$ cat src/rtl/imem_fetch.sv
// Instruction fetch front-end: one outstanding req/ack read, registered ins with valid/ready.
// Optional watchdog on mem_ack enabled by defining FETCH_TIMEOUT_EN.
module imem_fetch #(
    parameter int REG_WIDTH   = 16,
    parameter int TIMEOUT_CYC = 64
) (
    input  logic                 clk,
    input  logic                 rst,
    input  logic [REG_WIDTH-1:0] pc,
    input  logic                 fetch_req,
    input  logic                 flush,
    output logic                 mem_req,
    output logic [REG_WIDTH-1:0] mem_addr,
    input  logic                 mem_ack,
    input  logic [REG_WIDTH-1:0] mem_rdata,
    output logic [REG_WIDTH-1:0] ins,
    output logic                 ins_valid,
    input  logic                 ins_ready,
    output logic                 stall,
    output logic                 fetch_err
);

    typedef enum logic [1:0] {
        IDLE,
        REQ,
        HOLD
    } state_t;

    state_t               state_q;
    logic                 mem_req_q;
    logic [REG_WIDTH-1:0] mem_addr_q;
    logic [REG_WIDTH-1:0] ins_q;
    logic                 ins_valid_q;
    logic                 drop_q;
    logic                 fetch_err_q;
    logic                 start_ok;

`ifdef FETCH_TIMEOUT_EN
    localparam int WDW = (TIMEOUT_CYC > 1) ? $clog2(TIMEOUT_CYC) : 1;
    logic [WDW-1:0] wdog_q;
    logic           tmo;
    assign tmo = (wdog_q == WDW'(TIMEOUT_CYC - 1));
`else
    logic [31:0] unused_tmo;
    assign unused_tmo = TIMEOUT_CYC;
`endif

    // A timed-out fetch path refuses new work until reset
    assign start_ok = fetch_req & ~fetch_err_q;

    always_ff @(posedge clk or posedge rst) begin
        if (rst) begin
            state_q     <= IDLE;
            mem_req_q   <= 1'b0;
            mem_addr_q  <= '0;
            ins_q       <= '0;
            ins_valid_q <= 1'b0;
            drop_q      <= 1'b0;
            fetch_err_q <= 1'b0;
`ifdef FETCH_TIMEOUT_EN
            wdog_q      <= '0;
`endif
        end else begin
            unique case (state_q)
                IDLE: begin
                    if (start_ok && !flush) begin
                        mem_addr_q <= pc;
                        mem_req_q  <= 1'b1;
                        state_q    <= REQ;
`ifdef FETCH_TIMEOUT_EN
                        wdog_q     <= '0;
`endif
                    end
                end
                REQ: begin
                    if (mem_ack) begin
                        mem_req_q <= 1'b0;
                        if (drop_q || flush) begin
                            drop_q  <= 1'b0;
                            state_q <= IDLE;
                        end else begin
                            ins_q       <= mem_rdata;
                            ins_valid_q <= 1'b1;
                            state_q     <= HOLD;
                        end
                    end
`ifdef FETCH_TIMEOUT_EN
                    else if (tmo) begin
                        fetch_err_q <= 1'b1;
                        mem_req_q   <= 1'b0;
                        drop_q      <= 1'b0;
                        state_q     <= IDLE;
                    end else begin
                        if (flush) drop_q <= 1'b1;
                        wdog_q <= wdog_q + 1'b1;
                    end
`else
                    else if (flush) begin
                        drop_q <= 1'b1;
                    end
`endif
                end
                HOLD: begin
                    if (flush) begin
                        ins_valid_q <= 1'b0;
                        state_q     <= IDLE;
                    end else if (ins_ready) begin
                        ins_valid_q <= 1'b0;
                        if (start_ok) begin
                            mem_addr_q <= pc;
                            mem_req_q  <= 1'b1;
                            state_q    <= REQ;
`ifdef FETCH_TIMEOUT_EN
                            wdog_q     <= '0;
`endif
                        end else begin
                            state_q <= IDLE;
                        end
                    end
                end
                default: state_q <= IDLE;
            endcase
        end
    end

    assign mem_req   = mem_req_q;
    assign mem_addr  = mem_addr_q;
    assign ins       = ins_q;
    assign ins_valid = ins_valid_q;
    assign stall     = ~ins_valid_q | drop_q;
    assign fetch_err = fetch_err_q;

endmodule

$ cat config.mk
export PLATFORM = sky130hd
export DESIGN_NAME = imem_fetch
export DESIGN_NICKNAME = d
export VERILOG_FILES = /design/src/rtl/imem_fetch.sv
export SDC_FILE = /design/constraint.sdc
export NUM_CORES = 1
export LEC_CHECK = 0
export BUFFER_PORTS_ARGS = -buffer_cell sky130_fd_sc_hd__buf_4
export CAP_MARGIN = 10
export CORE_MARGIN = 1.5
export CORE_UTILIZATION = 46
export DETAILED_ROUTE_END_ITERATION = 10
export PLACE_DENSITY = 0.89
export SYNTH_ARGS = -nofsm -noshare
export SYNTH_HDL_FRONTEND = slang
export SYNTH_SLANG_ARGS = --single-unit
$ cat constraint.sdc
create_clock -name clk -period 3.6 [get_ports clk]
set_clock_uncertainty 0.05 [all_clocks]
set_input_delay 0.54 -clock clk [delete_from_list [all_inputs] [get_ports clk]]
set_output_delay 0.54 -clock clk [all_outputs]
set_load 0.05 [all_outputs]
==> Yosys cells after proc, flatten, opt, wreduce, memory -nomap -nowiden <==
Index checks and enable logic that the tools add are counted.
{ "word_totals": {"regBits": 37, "latchBits": 0, "ram_bits": 0, "romBits": 0, "inputBits": 38, "output_inout_bits": 36, "elab_cells": 61, "memories": 0} }
{ "op_classes": {"n_addsub": 0, "n_mul": 0, "div_mod_pow": 0, "order_cmp": 0, "n_eq_ne": 10, "shifts": 0, "mux": 26, "bitwise": 5, "n_reduce_logical": 14} }
{ "op_table": {"columns": ["cell", "n"], "rows": [
  ["16-bit two-way mux", 4],
  ["16-bit case mux with 2 select lines", 1],
  ["1-bit two-way mux", 13],
  ["2-bit inequality test, second input constant", 6],
  ["2-bit two-way mux", 5],
  ["3-bit AND reduction", 3],
  ["2-bit case mux with 3 select lines", 1],
  ["6-bit AND reduction", 1],
  ["2-bit nonzero test", 3],
  ["5-bit AND reduction", 1],
  ["4-bit AND reduction", 1],
  ["3-bit inequality test, second input constant", 1],
  ["1-bit inverter", 3],
  ["1-bit case mux with 3 select lines", 1],
  ["3-bit nonzero test", 1],
  ["2-bit by 1-bit equality test with 1-bit output, second input constant", 1],
  ["2-bit equality test, second input constant", 1],
  ["2-bit logical NOT", 1],
  ["2-bit by 1-bit inequality test with 1-bit output, second input constant", 1],
  ["1-bit case mux with 2 select lines", 1],
  ["1-bit AND", 1],
  ["1-bit logical AND", 1],
  ["1-bit logical NOT", 1],
  ["1-bit logical OR", 1],
  ["1-bit OR", 1]
]} }

==> Logic depth before layout (Yosys ltp) <==
{ "depth": {"word_depth": 6, "ltp_mapped": 5, "ltp_nobuf": 3} }

==> Worst setup path after synthesis <==
Ideal clock, no wire load.
{ "synth_path": {"path_type": "input port to flip-flop", "from": "input port mem_ack", "to": "register ins_q[10], in the netlist ins[10]", "arrival_time_ns": 1.483, "required_ns": 3.425, "path_slack_ns": 1.942, "path_stages": 5, "path_buffers": 2, "path_cell_list": "nand3b_4 -> or3_1 -> buf_6 -> buf_12 -> mux2_4"} }
{ "synth_via": {"elab_chain_cells": 1} }
{ "synth_rtl": {"columns": ["element", "line", "rtl"], "rows": [
  ["from (decl)", "14", "input logic mem_ack,"],
  ["3-bit AND reduction (no line)", null, null],
  ["to (signal assigned)", "82", "ins_q <= mem_rdata;"],
  ["to (decl)", "32", "logic [REG_WIDTH-1:0] ins_q;"]
]} }
No other way between the ends.
A chain may end at the register's enable or synchronous reset.

==> Worst setup path after layout <==
{ "layout_path": {"from": "register state_q[1]", "to": "register ins_q[11], in the netlist ins[11]"} }
{ "layout_via": {"elab_chain_cells": 2} }
{ "layout_rtl": {"columns": ["element", "line", "rtl"], "rows": [
  ["from (decl)", "29", "state_t state_q;"],
  ["from (signal assigned)", "53", "state_q <= IDLE;"],
  ["from (signal assigned)", "69", "state_q <= REQ;"],
  ["from (signal assigned)", "80", "state_q <= IDLE;"],
  ["2-bit by 1-bit equality test with 1-bit output", "64", "unique case (state_q)"],
  ["3-bit AND reduction (no line)", null, null]
]} }
No other way between the ends.

==> impl.org <==
** Global route
- Number of antenna violations at the first check in global routing :: 0
- Remaining Overflow, GRT :: 0
- The number of global-route vias before repair is 775.
- Entering global routing, the biggest net connects 38 pins.
- The first global-routing pass estimated 3.57 mm of wire.
- For this run, the total global-route usage over all layers was measured as 15.4%.

** Synthesis
- dfrtp_1 takes more of the synthesized area than any other cell.
- The synthesized netlist contains 20 unique library cells.
- The share of the Yosys chip area taken by registers is 69.5%.
- Counting every net in the synthesized netlist gives 124.
- Counting flops and latches in the post-synthesis netlist gives 37.
- Async set-or-reset flop fraction in the synthesized netlist :: 100%
- Area share of the largest cell type after synthesis :: 69.5%
- After synthesis, the cell types taking the most area are dfrtp_1 (70%), mux2_4 (9.0%), mux2_2 (6.8%).
- Synthesis handed over a netlist of 86 instances.
- Summing every instance area after synthesis gives 1330 um^2.
- Count of flip-flops with a built-in enable after synthesis :: 0
- For this run, the number of Yosys warnings is 1.
- Most used standard cell by instance count after synthesis :: dfrtp_1
- Leading cell types by count after synthesis :: dfrtp_1 (37), clkbuf_1 (16), mux2_2 (8), mux2_4 (8), nand2b_1 (2)
- Among all flip-flop cells after synthesis, the most frequent one is dfrtp_1.
- A synthesized cell averages 15.5 um^2.

** Timing
- Worst slew margin :: 41.0%
- Of the available clock period, the critical path in the final layout requires 52.3%.
- Setup violations remaining at the end of the flow were counted as 0.
- Setup_tns :: 0 ps
- Achievable frequency :: 0.531 GHz
- Crit path time final :: 1880 ps
- RSZ-0062 raised after global routing :: no
- For the pin with the worst max-slew slack, the measured transition is 886 ps.
- Across all hold checks on the routed design, the worst slack comes to 233 ps.
- The final count of hold timing violations was 0.
- The final max-slew violation count is 0.

** Clocking
- CTS built an H-tree with a depth of 2.
- Clock sink count :: 37
- The later pin in the worst-skew pair is clocked with a latency of 330 ps.
- Number of CTS-inserted buffers :: 5
- Number of gates given a new drive strength after cts :: 0
- Clock edge transition at the registers on the reported setup and hold paths :: 110 ps
- The number of hold buffers added after CTS was 0.
- Buffers from clock root to sink, at most :: 2
- Cell at the root of the clock tree :: clkbuf_4
- After clock tree synthesis, the setup repair step added 0 buffers.
- TritonCTS built the clock tree.

** Finish
- Share of layout cells above drive strength 1 :: 61.8%
- Area growth from synthesis to layout :: 34.8%
- Once layout is complete, the cells apart from fillers number 162.
- # nets final :: 168
- Diode count :: 0

** Routing
- Via/cell ratio :: 4.72
- After detailed routing, the average wire length per cell comes to 13.6 um.
- First DRT Iteration DRCs :: 32
- Routed WL :: 2.20 mm
- # DRC :: 0
- The count of nets left with antenna violations once routing finished came out at 0.
- For this run, the detailed router's first-pass iteration total came to 4.
- Via count :: 764

** Hold path
- The tightest min-delay check is of the primary input to asynchronous set/reset pin type.

** Critical path
- The critical path is of the flip-flop to flip-flop type.
- Required time of the worst setup path :: 3770 ps
- Maximum fanout along the worst path :: 18
- Slack of the worst reg-to-reg path :: 1720 ps
- STA classifies the critical path endpoint as a flip-flop.
- Sort of element at the start of the critical path :: flip-flop
- Arrival time of the worst setup path :: 2060 ps

** Power
- Internal Pwr Total :: 645 uW
- The analysis attributes to cell leakage a power of 0.00105 uW.
- Final Total Pwr :: 790 uW
- Share of power burned in registers :: 52.6%
- The clock network burns 43.8% of the power.
- Net switching share of the total power :: 18.3%
- Dividing total power by cell area gives a power density of 440 nW/um^2.
- Part of the power in combinational logic :: 3.6%
- Switching power of the nets :: 145 uW
- Maximum resistive drop on vdd :: 0.421 mV

** Floorplanning
- Effective utilization at floorplan :: 48.3%
- Width of the die :: 56.8 um
- The core region is 2760 um^2.
- Pin placement for this block handled 74 I/O pins.
- Row generation in the floorplan step produced 19 rows.
- Die area :: 3230 um^2
- Die Ht :: 56.8 um

** Placed design
- The congestion estimate from routability-driven global placement came to 0.649.
- Post-detailed-placement half-perimeter wirelength :: 1.58 mm
- Placed Cells incl. Taps :: 154
- Input and output buffers added on the ports amount to 55.

** Flow run
- Max-capacitance violation count :: 0

** Status
- Outcome :: finished clean
==> stage by stage <==
step | util, % | area (um^2) | setup slack, ps
3_5_place_dp | 61.3 | 1690 | 1540
5_1_grt | 65.1 | 1790 | 1660
4_1_cts | 65.1 | 1790 | 1720
2_1_floorplan | - | 1330 | 1940
3_3_place_gp | 61.3 | 1690 | 1600
6_report | 65.1 | 1790 | 1720
==> state kept, by name (all words and copies together), names as in the netlist <==
register	cells
ins	16
mem_addr	16
state_q	2
drop_q	1
ins_valid	1
mem_req	1
==> worst paths after layout <==
check / from / to / cells past startpoint
max: state_q[1] / ins[11] / 3
min: rst / mem_addr[6] / 3
max reg2reg: state_q[1] / ins[11] / 3
min reg2reg: mem_addr[3] / mem_addr[3] / 0
max in group asynchronous: rst / mem_addr[3] / 3
min in group clk: mem_addr[3] / mem_addr[3] / 0
==> layout make-up <==
class	count	area, um^2
fill	202	963
inverter	1	3.75
tap	31	38.8
sequential	37	926
timing repair buffer	56	420
clock inverter	3	65.1
multi-input combinational	29	303
clock buffer	5	37.5
==> power by group through the flow <==
stage	Sequential, uW	Combinational [uW]	Clock, uW
floorplan	423	9.80	0
global placement	423	28.2	0
detailed placement	423	29.2	0
CTS	415	29.3	356
global route	416	32.0	377
finish	415	28.4	346
==> cells in the final DEF, fill, tap and decap left out, drive strengths merged <==
master,n
clkinv,1
bufinv,2
nand3b,1
nor2,1
nand2b,2
and2,1
conb,1
mux2,16
inv,1
and3b,1
nor3b,1
o21a,1
nand2,1
clkbuf,5
or3,1
o21ai,1
dfrtp,37
o31ai,1
buf,56
==> routing by layer <==
| metal | wire (um) | up-vias | global-route usage, % |
|---|---|---|---|
| met1 | 894 | 353 | 17.8 |
| met2 | 1030 | 48 | 23.4 |
| met4 | 34 | 0 | 6.98 |
| li1 | - | 356 | - |
| met5 | 0 | - | 0 |
| met3 | 243 | 7 | 8.29 |
==> critical path: stages (launching register included) <==
cell	delay, ps
dfrtp_1	430
nand3b_4	170
or3_1	690
mux2_4	440
==> kinds of logic (layout without fill, tap and decap cells) <==
group | count (synthesis) | count (layout) | share of synthesized area, %
and+or+nand+nor | 9 | 9 | 5.17
DFF | 37 | 37 | 69.5
muxes | 16 | 16 | 15.8
buffers and inverters | 20 | 65 | 7.71
other | 1 | 1 | 0.282
AOI/OAI and AO/OA | 3 | 3 | 1.50
Power figures use the tool's default switching activity.
